File: src/rtl/serial_frame_tx.sv
// Framed serial transmitter: preamble 1s, SOF 0, data LSB first, optional even parity, stop 1.
// Define SERIAL_FRAME_TX_PARITY_EN to compile in the parity bit.
module serial_frame_tx #(
    parameter int DATA_W  = 8,
    parameter int PRE_LEN = 3
) (
    input  logic              clock,
    input  logic              reset,
    input  logic [DATA_W-1:0] data_in,
    input  logic              load,
    output logic              ready,
    output logic              busy,
    output logic              x_out,
    output logic              done
);

    localparam int MAX_LEN = (DATA_W > PRE_LEN) ? DATA_W : PRE_LEN;
    localparam int CNT_W   = $clog2(MAX_LEN + 1);

    localparam logic [CNT_W-1:0] PRE_LAST  = CNT_W'(PRE_LEN - 1);
    localparam logic [CNT_W-1:0] DATA_LAST = CNT_W'(DATA_W - 1);
    localparam logic [CNT_W-1:0] CNT_ONE   = CNT_W'(1);

    typedef enum logic [2:0] {
        S_IDLE,
        S_PRE,
        S_SOF,
        S_DATA,
`ifdef SERIAL_FRAME_TX_PARITY_EN
        S_PAR,
`endif
        S_STOP
    } state_t;

    state_t            state;
    logic [CNT_W-1:0]  bit_cnt;
    logic [DATA_W-1:0] shift_reg;
`ifdef SERIAL_FRAME_TX_PARITY_EN
    logic              parity_bit;
`endif

    // The state register names the bit currently on x_out, so every output
    // is set on the edge that enters the state it belongs to.
    always_ff @(posedge clock or negedge reset) begin
        if (!reset) begin
            state     <= S_IDLE;
            bit_cnt   <= '0;
            shift_reg <= '0;
            x_out     <= 1'b1;
            ready     <= 1'b1;
            busy      <= 1'b0;
            done      <= 1'b0;
`ifdef SERIAL_FRAME_TX_PARITY_EN
            parity_bit <= 1'b0;
`endif
        end else begin
            done <= 1'b0;
            case (state)
                S_IDLE: begin
                    if (load) begin
                        shift_reg <= data_in;
`ifdef SERIAL_FRAME_TX_PARITY_EN
                        parity_bit <= ^data_in;
`endif
                        bit_cnt   <= PRE_LAST;
                        state     <= S_PRE;
                        x_out     <= 1'b1;
                        ready     <= 1'b0;
                        busy      <= 1'b1;
                    end
                end

                S_PRE: begin
                    if (bit_cnt == '0) begin
                        state   <= S_SOF;
                        bit_cnt <= '0;
                        x_out   <= 1'b0;
                    end else begin
                        bit_cnt <= bit_cnt - CNT_ONE;
                    end
                end

                S_SOF: begin
                    state     <= S_DATA;
                    bit_cnt   <= DATA_LAST;
                    x_out     <= shift_reg[0];
                    shift_reg <= shift_reg >> 1;
                end

                S_DATA: begin
                    if (bit_cnt == '0) begin
                        bit_cnt <= '0;
`ifdef SERIAL_FRAME_TX_PARITY_EN
                        state   <= S_PAR;
                        x_out   <= parity_bit;
`else
                        state   <= S_STOP;
                        x_out   <= 1'b1;
`endif
                    end else begin
                        bit_cnt   <= bit_cnt - CNT_ONE;
                        x_out     <= shift_reg[0];
                        shift_reg <= shift_reg >> 1;
                    end
                end

`ifdef SERIAL_FRAME_TX_PARITY_EN
                S_PAR: begin
                    state   <= S_STOP;
                    bit_cnt <= '0;
                    x_out   <= 1'b1;
                end
`endif

                S_STOP: begin
                    // Returning to IDLE raises ready together with done, so a
                    // load on the done cycle starts the next frame at once.
                    state   <= S_IDLE;
                    bit_cnt <= '0;
                    x_out   <= 1'b1;
                    busy    <= 1'b0;
                    ready   <= 1'b1;
                    done    <= 1'b1;
                end

                default: begin
                    state   <= S_IDLE;
                    bit_cnt <= '0;
                    x_out   <= 1'b1;
                    busy    <= 1'b0;
                    ready   <= 1'b1;
                end
            endcase
        end
    end

endmodule
File: config.mk
export PLATFORM = sky130hd
export DESIGN_NAME = serial_frame_tx
export DESIGN_NICKNAME = d
export VERILOG_FILES = /design/src/rtl/serial_frame_tx.sv
export SDC_FILE = /design/constraint.sdc
export NUM_CORES = 1
export LEC_CHECK = 0
export ABC_AREA = 1
export BUFFER_PORTS_ARGS = -buffer_cell sky130_fd_sc_hd__clkbuf_2
export CAP_MARGIN = 20
export CORE_UTILIZATION = 40
export CTS_BUF_LIST = sky130_fd_sc_hd__clkbuf_4
export DETAILED_ROUTE_END_ITERATION = 10
export PLACE_DENSITY = 0.7
export SLEW_MARGIN = 10
export SYNTH_ARGS = -nofsm -noshare
export SYNTH_HDL_FRONTEND = slang
export SYNTH_SLANG_ARGS = --single-unit
File: constraint.sdc
create_clock -name clock -period 1.7 [get_ports clock]
set_input_delay 0.34 -clock clock [delete_from_list [all_inputs] [get_ports clock]]
set_output_delay 0.34 -clock clock [all_outputs]
set_load 0.01 [all_outputs]
==> impl_metrics.ini <==
[synthesis]
postSynth.topFlopCell = sky130_fd_sc_hd__dfrtp_1
synth_area_per_cell_sq_um = 8.18
synthCells = 132
synth_largest_type_area_fraction_pct = 39.4
ys_seq_area_share_pct = 44.3
netlist_area_before_placement_sq_mm = 0.00108
synth_seq_cells = 19
asyncSetResetFlopFracSynth_pct = 100
synth_cell_types = 26
most_frequently_used_cell_type_in_the_post_synthesis_netlist = sky130_fd_sc_hd__nand2_1
ys_top_cells_by_count = 40 x sky130_fd_sc_hd__nand2_1, 21 x sky130_fd_sc_hd__inv_1, 17 x sky130_fd_sc_hd__dfrtp_1
number_of_flops_mapped_to_enable_cells_by_yosys = 0
synth_area_leader_cell = sky130_fd_sc_hd__dfrtp_1
synth-warning-count = 0
yosys-top-cells-area = sky130_fd_sc_hd__dfrtp_1 39%, sky130_fd_sc_hd__nand2_1 14%, sky130_fd_sc_hd__inv_1 7.3%
postSynthNetCount = 145

[clock_network]
ctsLongestPathBuffers = 2
cts.repair_timing.setup_buffer_count = 0
clkLatencyLatePin_ns = 0.29
cts_tree = yes
cts_inserted_buffers = 3
clock_sinks = 19
cts.htree.levels = 1
clk_transition_reported_paths_ns = 0.10
ctsRootBufferMaster = sky130_fd_sc_hd__clkbuf_4

[timing]
final-max-slew-violation-count = 0
tightestPinTransition_ns = 0.477
worst_slew_margin_rel_pct = 68.2
clock_skew_ns = 0.00433
grt_setup_unrepaired = no
final_min_period_over_clock_period_pct = 86.2
holdWs_ns = 0.336
period_minus_slack_ns = 1.47
final_critical_path_setup_slack_ns = 0.234
max_freq_ghz = 0.682
timing_hold_violations_final = 0
setup_total_negative_slack_ns = 0
number_of_failing_setup_endpoints_in_the_final_timing_report = 0

[detailed_routing]
detail-route-antenna-nets = 0
route.detailed.vias_per_inst = 4.80
drc = 0
drtPass1Iterations = 4
first_iter_violations = 8
finalWirelength_mm = 1.94
route.detailed.wl_per_inst_um = 10.9
via_count = 854

[cells_and_area]
syn2layout_area_growth_pct = 10.9
postLayoutCoreUtil_pct = 47.5
final_cell_area_sq_mm = 0.00120
nNetsFinal = 162
largest_register_ff_count = 8
layout-drive-gt1-share_pct = 23.0
ant_cells = 0

[grt]
grt_pass1_wl_mm = 3.46
number_of_global_route_vias_before_repair = 856
gr-total-overflow = 0
pin_count_of_the_biggest_net_entering_global_routing = 20
antenna_found_initial = 0
globalRouteTotalUtil_pct = 16.4

[floorplanning]
floorplan.core_area_sq_mm = 0.00252
io_pins = 15
die_width_um = 54.0
start_util_pct = 42.8
die_boundary_height_um = 54.0
num_rows = 18
total_die_area_sq_mm = 0.00291

[placement]
dp_hpwl_mm = 1.42
gp_congestion = 0.794
dpl_cell_area_sq_mm = 0.00116
dpl_worst_slack_ns = 0.242
port_buffers = 14

[outcome]
run_status = completed

[critical_path]
critical-path-top-delay-family = simple AND/OR/NAND/NOR gates
worstSetupEndpointType = register
cp.buffers_inverters = 1
critical_path_class = reg2reg
timing.critical_path.slowest_stage_cell = sky130_fd_sc_hd__dfrtp_1
worst-path-max-fanout = 11
cp-startpoint = bit_cnt[0]$_DFFE_PN0P_
timing.rr.start = bit_cnt[0]$_DFFE_PN0P_
critical-path-max-stage-delay_ns = 0.40
required_ns = 1.89
cp_cell_sequence = inv_1, ha_1, nand3_4, nor2_4, nor2_4, nand2_1, nand2_1
crit_path_start_kind = register
arrival_ns = 1.65

[power]
p_leak_nw = 0.673
power-per-cell-area_mw_per_mm2 = 1860
vdd_ir_drop_max_uv = 1130

[worst_hold_path]
hp-start = data_in[7]
hold_path_class = in2reg

[job]
cap_violations = 0
## timing repair
item | CTS | global route
endpoints found under the hold margin | 17 | 0
hold buffers | 1 | 0
resized for setup | 0 | 0
## worst paths after layout
kind | slack [ns] | cells after the start | end
max in group asynchronous | 0.84 | 2 | x_out$_DFFE_PN1P_
max reg2reg | 0.23 | 7 | shift_reg[4]$_DFFE_PN0P_
min | 0.34 | 5 | shift_reg[7]$_DFFE_PN0P_
min reg2reg | 0.47 | 2 | ready$_DFFE_PN1P_
max | 0.23 | 7 | shift_reg[4]$_DFFE_PN0P_
min in group asynchronous | 0.52 | 2 | bit_cnt[3]$_DFFE_PN0P_
## metal layers
| metal | vias to the layer above | global-route usage, % | part of all wire, % |
|---|---|---|---|
| met5 | - | 0 | 0 |
| met4 | 0 | 2.63 | 0 |
| met3 | 0 | 4.24 | 3.9 |
| met2 | 20 | 30.5 | 49 |
| met1 | 394 | 18.8 | 47 |
| li1 | 440 | - | - |
## cell families after synthesis
| logic type | share of synthesized area (%) |
|---|---|
| compound gates | 13.3 |
| simple gates | 27.9 |
| fa+ha+maj | 2.32 |
| flops | 44.3 |
| xor+xnor | 0.811 |
| buf+inv | 11.4 |
## cell usage in the layout, fill, tap and decap left out
cell type                       count
sky130_fd_sc_hd__nand2_2            3
sky130_fd_sc_hd__nor3_1             1
sky130_fd_sc_hd__clkbuf_2          14
sky130_fd_sc_hd__xor2_1             1
sky130_fd_sc_hd__o21bai_1           8
sky130_fd_sc_hd__ha_1               2
sky130_fd_sc_hd__nand2_1           40
sky130_fd_sc_hd__clkbuf_4           4
sky130_fd_sc_hd__dfstp_2            2
sky130_fd_sc_hd__nand3_1            5
sky130_fd_sc_hd__nor2_4             2
sky130_fd_sc_hd__nor2_2             1
sky130_fd_sc_hd__a21oi_2            1
sky130_fd_sc_hd__o21ai_1            2
sky130_fd_sc_hd__o21ai_0            9
sky130_fd_sc_hd__inv_4              1
sky130_fd_sc_hd__nand3_2            1
sky130_fd_sc_hd__nand2_4            1
sky130_fd_sc_hd__inv_1             21
sky130_fd_sc_hd__o211ai_1           2
sky130_fd_sc_hd__a21oi_1            1
sky130_fd_sc_hd__dfrtp_1           17
sky130_fd_sc_hd__dlygate4sd3_1      1
sky130_fd_sc_hd__inv_2              2
sky130_fd_sc_hd__nor2_1             3
sky130_fd_sc_hd__nand4_1            1
sky130_fd_sc_hd__nand3_4            2
## power by group
| part | switching, W | internal [W] | leakage [nW] |
|---|---|---|---|
| clock | 0.000138 | 0.000107 | 0.0184 |
| combinational | 0.000736 | 0.000428 | 0.424 |
| sequential | 0.000140 | 0.000672 | 0.231 |
## metrics by stage
step | power, W | std cells
after floorplan | 0.00178 | 132
after global placement | 0.00195 | 173
after detailed placement | 0.00199 | 173
after CTS | 0.00225 | 178
after global routing | 0.00247 | 178
final | 0.00222 | 178
## area by class of cell
cell class | instances | area [sq um]
Tap cell | 30 | 37.5
Inverter | 24 | 92.6
Timing Repair Buffer | 15 | 80.1
Fill cell | 255 | 1330
Sequential cell | 19 | 478
Multi-Input combinational cell | 86 | 479
Clock buffer | 4 | 30.0
## tightest hold or removal path, stage by stage
cell and delay, ns:
sky130_fd_sc_hd__clkbuf_2 0.08, sky130_fd_sc_hd__inv_1 0.04, sky130_fd_sc_hd__nor2_1 0.04, sky130_fd_sc_hd__nand2_1 0.05, sky130_fd_sc_hd__nand2_1 0.05
No activity file was read; power rests on OpenSTA's default activity.
